--- config.mk ---
export PLATFORM = sky130hd
export DESIGN_NAME = paddle_ctrl
export DESIGN_NICKNAME = d
export VERILOG_FILES = /design/src/rtl/paddle_ctrl.sv
export SDC_FILE = /design/constraint.sdc
export NUM_CORES = 1
export LEC_CHECK = 0
export CAP_MARGIN = 20
export CORE_MARGIN = 5
export CORE_UTILIZATION = 64
export DETAILED_ROUTE_END_ITERATION = 10
export PLACE_DENSITY = 0.88
export SLEW_MARGIN = 0
export SYNTH_ARGS = -nofsm -noshare
export SYNTH_HDL_FRONTEND = slang
export SYNTH_SLANG_ARGS = --single-unit
--- constraint.sdc ---
create_clock -name clk -period 9 [get_ports clk]
set_input_delay 1.8 -clock clk [delete_from_list [all_inputs] [get_ports clk]]
set_output_delay 1.8 -clock clk [all_outputs]
set_load 0.02 [all_outputs]
--- src/rtl/paddle_ctrl.sv ---
// rtl/paddle_ctrl.sv - button sync/debounce and move/auto-repeat generator for the paddle
// Optional feature macro: PADDLE_ACCEL_EN (one move per frame once ACCEL_AFTER repeat moves are done)
module paddle_ctrl #(
  parameter int DB_PIX        = 250000,
  parameter int REPEAT_DELAY  = 15,
  parameter int REPEAT_PERIOD = 2,
  parameter int ACCEL_AFTER   = 30
) (
  input  logic       clk,
  input  logic       rst,
  input  logic       pixpulse,
  input  logic [9:0] hcount,
  input  logic [9:0] vcount,
  input  logic [3:0] btn,
  output logic       move,
  output logic [3:0] move_dir,
  output logic [3:0] btn_db
);

  localparam int             DBW         = $clog2(DB_PIX) + 1;
  localparam logic [DBW-1:0] DB_LAST     = DBW'(DB_PIX - 1);
  localparam logic [7:0]     DELAY_LAST  = 8'(REPEAT_DELAY - 1);
  localparam logic [7:0]     PERIOD_LAST = 8'(REPEAT_PERIOD - 1);

  if (DB_PIX < 1 || REPEAT_DELAY < 1 || REPEAT_DELAY > 255 || REPEAT_PERIOD < 1 ||
      REPEAT_PERIOD > 255 || ACCEL_AFTER < 0 || ACCEL_AFTER > 255) begin : g_bad_param
    $error("paddle_ctrl: parameter out of range");
  end

  typedef enum logic [1:0] {IDLE, DELAY, REPEAT} state_t;

  state_t         state, state_nxt;
  logic [3:0]     sync_a, sync_b;
  logic [DBW-1:0] db_cnt [4];
  logic           move_pend, move_pend_nxt;
  logic [3:0]     move_dir_nxt;
  logic [7:0]     fcnt, fcnt_nxt;
  logic [7:0]     period_last;
  logic           frame_tick;
  logic           sel_ok;

  assign frame_tick = pixpulse && (hcount == 10'd0) && (vcount == 10'd0);
  assign sel_ok     = (btn_db != 4'b0000) && ((btn_db & (btn_db - 4'd1)) == 4'b0000);
  assign move       = move_pend & pixpulse;

`ifdef PADDLE_ACCEL_EN
  localparam logic [7:0] ACCEL_TH = 8'(ACCEL_AFTER);
  logic [7:0] rcnt, rcnt_nxt;
  assign period_last = (rcnt >= ACCEL_TH) ? 8'd0 : PERIOD_LAST;
`else
  assign period_last = PERIOD_LAST;
`endif

  // two-flop synchroniser for the asynchronous buttons
  always_ff @(posedge clk or posedge rst) begin
    if (rst) begin
      sync_a <= 4'b0000;
      sync_b <= 4'b0000;
    end else begin
      sync_a <= btn;
      sync_b <= sync_a;
    end
  end

  // per-button debounce: a change is accepted after DB_PIX consecutive differing pixel samples
  always_ff @(posedge clk or posedge rst) begin
    if (rst) begin
      btn_db <= 4'b0000;
      for (int i = 0; i < 4; i++) db_cnt[i] <= '0;
    end else if (pixpulse) begin
      for (int i = 0; i < 4; i++) begin
        if (sync_b[i] == btn_db[i]) begin
          db_cnt[i] <= '0;
        end else if (db_cnt[i] == DB_LAST) begin
          btn_db[i] <= sync_b[i];
          db_cnt[i] <= '0;
        end else begin
          db_cnt[i] <= db_cnt[i] + DBW'(1);
        end
      end
    end
  end

  // state register plus the move bookkeeping it owns
  always_ff @(posedge clk or posedge rst) begin
    if (rst) begin
      state     <= IDLE;
      move_pend <= 1'b0;
      move_dir  <= 4'b0000;
      fcnt      <= 8'd0;
`ifdef PADDLE_ACCEL_EN
      rcnt      <= 8'd0;
`endif
    end else begin
      state     <= state_nxt;
      move_pend <= move_pend_nxt;
      move_dir  <= move_dir_nxt;
      fcnt      <= fcnt_nxt;
`ifdef PADDLE_ACCEL_EN
      rcnt      <= rcnt_nxt;
`endif
    end
  end

  // next state: first move on press, delayed first repeat, then periodic repeats; a set pend wins over delivery
  always_comb begin
    state_nxt     = state;
    move_pend_nxt = move_pend & ~pixpulse;
    move_dir_nxt  = move_dir;
    fcnt_nxt      = fcnt;
`ifdef PADDLE_ACCEL_EN
    rcnt_nxt      = rcnt;
`endif
    case (state)
      IDLE: begin
`ifdef PADDLE_ACCEL_EN
        rcnt_nxt = 8'd0;
`endif
        if (sel_ok && !move_pend) begin
          move_dir_nxt  = btn_db;
          move_pend_nxt = 1'b1;
          fcnt_nxt      = 8'd0;
          state_nxt     = DELAY;
        end
      end
      DELAY: begin
        if (btn_db != move_dir) begin
          state_nxt = IDLE;
        end else if (frame_tick) begin
          if (fcnt >= DELAY_LAST) begin
            move_pend_nxt = 1'b1;
            fcnt_nxt      = 8'd0;
            state_nxt     = REPEAT;
          end else begin
            fcnt_nxt = fcnt + 8'd1;
          end
        end
      end
      REPEAT: begin
        if (btn_db != move_dir) begin
          state_nxt = IDLE;
        end else if (frame_tick) begin
          if (fcnt >= period_last) begin
            move_pend_nxt = 1'b1;
            fcnt_nxt      = 8'd0;
`ifdef PADDLE_ACCEL_EN
            if (rcnt != 8'hFF) rcnt_nxt = rcnt + 8'd1;
`endif
          end else begin
            fcnt_nxt = fcnt + 8'd1;
          end
        end
      end
      default: state_nxt = IDLE;
    endcase
  end

endmodule

==> summary.txt <==
Synthesis
  • Flip-flop and latch count after synthesis: 103
  • Simple-gate share of the synthesized area: 0.241
  • Syn Nets: 659
  • Async set-reset flop share out of synthesis: 1.00
  • Count of mapped cells out of synthesis: 620
  • Multiplexer share of the synthesized area: 0.0344
  • Most area-consuming cells after synthesis: dfrtp_1 (46%), o21ai_0 (6.7%), nand2_1 (5.7%)
  • Mapped Area: 5630 um2
  • Largest area contributor in the synthesized netlist: dfrtp_1
  • Number of enable flip-flop cells after synthesis: 0
  • Largest family of logic cells by synthesized area: simple AND/OR/NAND/NOR gates
  • Post-synthesis cell type count: 59
  • Average footprint of a synthesized cell: 9.09 um2
  • Portion of the post-synthesis area used by sequential elements: 0.458
  • Fraction of the mapped netlist area in compound gates: 0.184
  • Most instantiated library cell after synthesis: dfrtp_1
  • Area share of xor/xnor cells in the synthesized design: 0.0215
  • Commonest cells post-synth: dfrtp_1 (103), nand2_1 (85), o21ai_0 (75)
  • Synthesis warning total: 0
  • Primary FF master, synth: dfrtp_1
  • Share of synthesized cell area in full adder, half adder and majority cells: 0.0267
  • Area fraction of the dominant cell type after synthesis: 0.458

STA
  • Minimum period implied by the final worst setup slack: 5.43 ns
  • Worst Clk Skew: 0.0135 ns
  • Fmax achieved: 184 MHz
  • Max Slew Vio Count: 0
  • Final Hold Vio Count: 0
  • Share of the clock period used by the worst path after layout: 0.603
  • Actual slew at the worst max-slew pin: 1.05 ns
  • Worst slew margin: 0.295
  • Count of final setup violators: 0
  • Post-route setup TNS: 0 ns
  • Setup repair after global routing missed its margin: no
  • Least setup slack across all paths after layout: 3.57 ns

Route
  • Wire length per cell: 15.9 um
  • Per-cell via count in the routed design: 6.30
  • Total vias in the final route: 4785
  • DR iter-0 viols: 259
  • Antenna-violating nets left: 0
  • First-pass iteration count of the detailed router: 5
  • Total DRC errors in the routed layout: 0
  • Overall routed net length: 12.1 mm

Placement
  • Number of port buffers: 35
  • DP HPWL: 8.18 mm
  • Dpl cell area: 6030 um2
  • Final Wtd Congestion: 0.846
  • Place WS: 3.57 ns

Clocking
  • H-Tree Depth: 3
  • Clock root buffer master: clkbuf_8
  • Worst-path clk slew: 0.10 ns
  • Buffers inserted by post-CTS timing repair: 0
  • CTS buffer count: 9
  • CTS Buffer Depth: 2
  • Clk_lat worst skew: 0.36 ns
  • Number of clock sinks: 103
  • TritonCTS clock tree: built
  • Number of gates resized after CTS: 0
  • # hold bufs at CTS: 0

Power and ir drop
  • Worst vdd ir: 0.0000739 V
  • Cell area power density: 133 nW/um2
  • Total design power: 0.829 mW
  • Static leakage power: 2.63 nW

Critical path
  • Type of destination of the critical path: primary output
  • CP Max Fanout: 54
  • Path type of the worst setup path: input port to primary output
  • Arr. time, crit path: 3.63 ns
  • Internal reg-to-reg setup slack: 6.25 ns
  • Crit path required time: 7.20 ns
  • Startpoint type of the worst setup path: input port

Global routing
  • Wire length of the first global-routing pass: 20.9 mm
  • Most used routing layer: met2
  • Via count of the first global-routing pass: 4735
  • Global-route met2 utilization: 0.386
  • Total routing resource utilization after global routing: 0.223
  • Global-route met3 utilization: 0.0423
  • Met1 layer usage reported by global route: 0.282
  • Leftover overflow at the end of global routing: 0
  • Antenna violations before repair: 0
  • Pin count of the biggest net entering global routing: 83

Die
  • Die Ht: 104 um
  • DIE AREA: 10800 um2
  • Starting Density: 0.652
  • Number of I/O pins: 36
  • Core area: 8640 um2
  • Number of rows created at floorplan: 34
  • Horizontal extent of the die: 104 um

Run status
  • Result of the run: completed

Final layout
  • Fill cell count: 638
  • Area used by multi-input combinational logic: 2870 um2
  • Proportion of layout cells with a drive suffix above 1: 0.0737
  • Area overhead of the layout relative to synthesis: 10.8%
  • Area occupied by registers: 2580 um2
  • Number of nets in the final layout: 685
  • Design Area, Final: 6240 um2
  • Share of the core filled with cells in the final layout: 0.723
  • ANT cells: 0

Job
  • Maximum Capacitance Violations: 0

Min path
  • Tightest Hold Check Type: flip-flop to flip-flop
## cells by family after synthesis
logic type	Yosys count
compound gates	164
xor+xnor	13
fa+ha+maj	12
buf+inv	43
flops	103
mux	18
simple gates	267
## layout by cell type (no fill, tap or decap), drive strengths merged, types with 4 or more instances in the layout
| cell type | instances |
|---|---|
| nor3 | 14 |
| o41ai | 6 |
| mux2i | 7 |
| nand4 | 13 |
| inv | 16 |
| o31ai | 15 |
| nor2b | 5 |
| nor4b | 10 |
| and3 | 22 |
| a21oi | 13 |
| o21ai | 78 |
| buf | 6 |
| nor2 | 49 |
| nand2 | 85 |
| o21a | 5 |
| clkdlybuf4s50 | 35 |
| xor2 | 9 |
| o2bb2ai | 10 |
| a31oi | 14 |
| a21o | 5 |
| nand3 | 28 |
| xnor2 | 4 |
| dfrtp | 103 |
| or3 | 6 |
| nor4 | 13 |
| clkbuf | 11 |
| mux2 | 11 |
| nand2b | 4 |
| ha | 12 |
| or2 | 5 |
| a22o | 6 |
## metal layers
layer,part of all wire,wire length [um],vias up
li1,-,-,2312
met1,0.43,5220,2302
met2,0.51,6160,148
met3,0.044,533,23
met4,0.013,154,0
met5,0,0,-
## path summary, 6_finish.rpt
check | from | to | cells after the start
worst max-delay path | pixpulse | move | 5
worst min-delay path | sync_a[0] | sync_b[0] | 0
worst max register to register | db_cnt[13] | db_cnt[18] | 6
worst min register to register | sync_a[0] | sync_b[0] | 0
max in group asynchronous | rst | db_cnt[67] | 4
min in group asynchronous | rst | db_cnt[27] | 2
## power by group
part | switching [mW] | internal [mW] | leakage, nW | total, mW
logic | 0.0386 | 0.0291 | 1.13 | 0.0677
clock network | 0.159 | 0.115 | 0.0873 | 0.274
registers | 0.0125 | 0.474 | 1.40 | 0.487
total | 0.210 | 0.619 | 2.63 | 0.829
## final cells by class
cell class / instances / share of cell area
inverter: 17 / 0.0106
tap: 108 / 0.0216
clock buffer: 11 / 0.0242
multi-input combinational: 474 / 0.459
clock inverter: 5 / 0.00521
timing repair buffer: 41 / 0.0665
sequential: 103 / 0.413
## flip-flops by register name, indices dropped and copies added (netlist names)
name	count
state	2
sync_a	4
move_pend	1
btn_db	4
sync_b	4
move_dir	4
db_cnt	76
fcnt	8
## per-stage QoR
| step | hold WS [ns] | instances |
|---|---|---|
| floorplan | 0.331 | 620 |
| global placement | 0.336 | 742 |
| detailed placement | 0.339 | 742 |
| CTS | 0.362 | 758 |
| global route | 0.367 | 759 |
| finish | 0.359 | 759 |
## worst max-delay path: stages
cell             delay [ns]
clkdlybuf4s50_1        0.45
buf_4                  0.44
clkinv_1               0.17
nor2_1                 0.13
clkdlybuf4s50_1        0.61
Power figures use the tool's default switching activity.
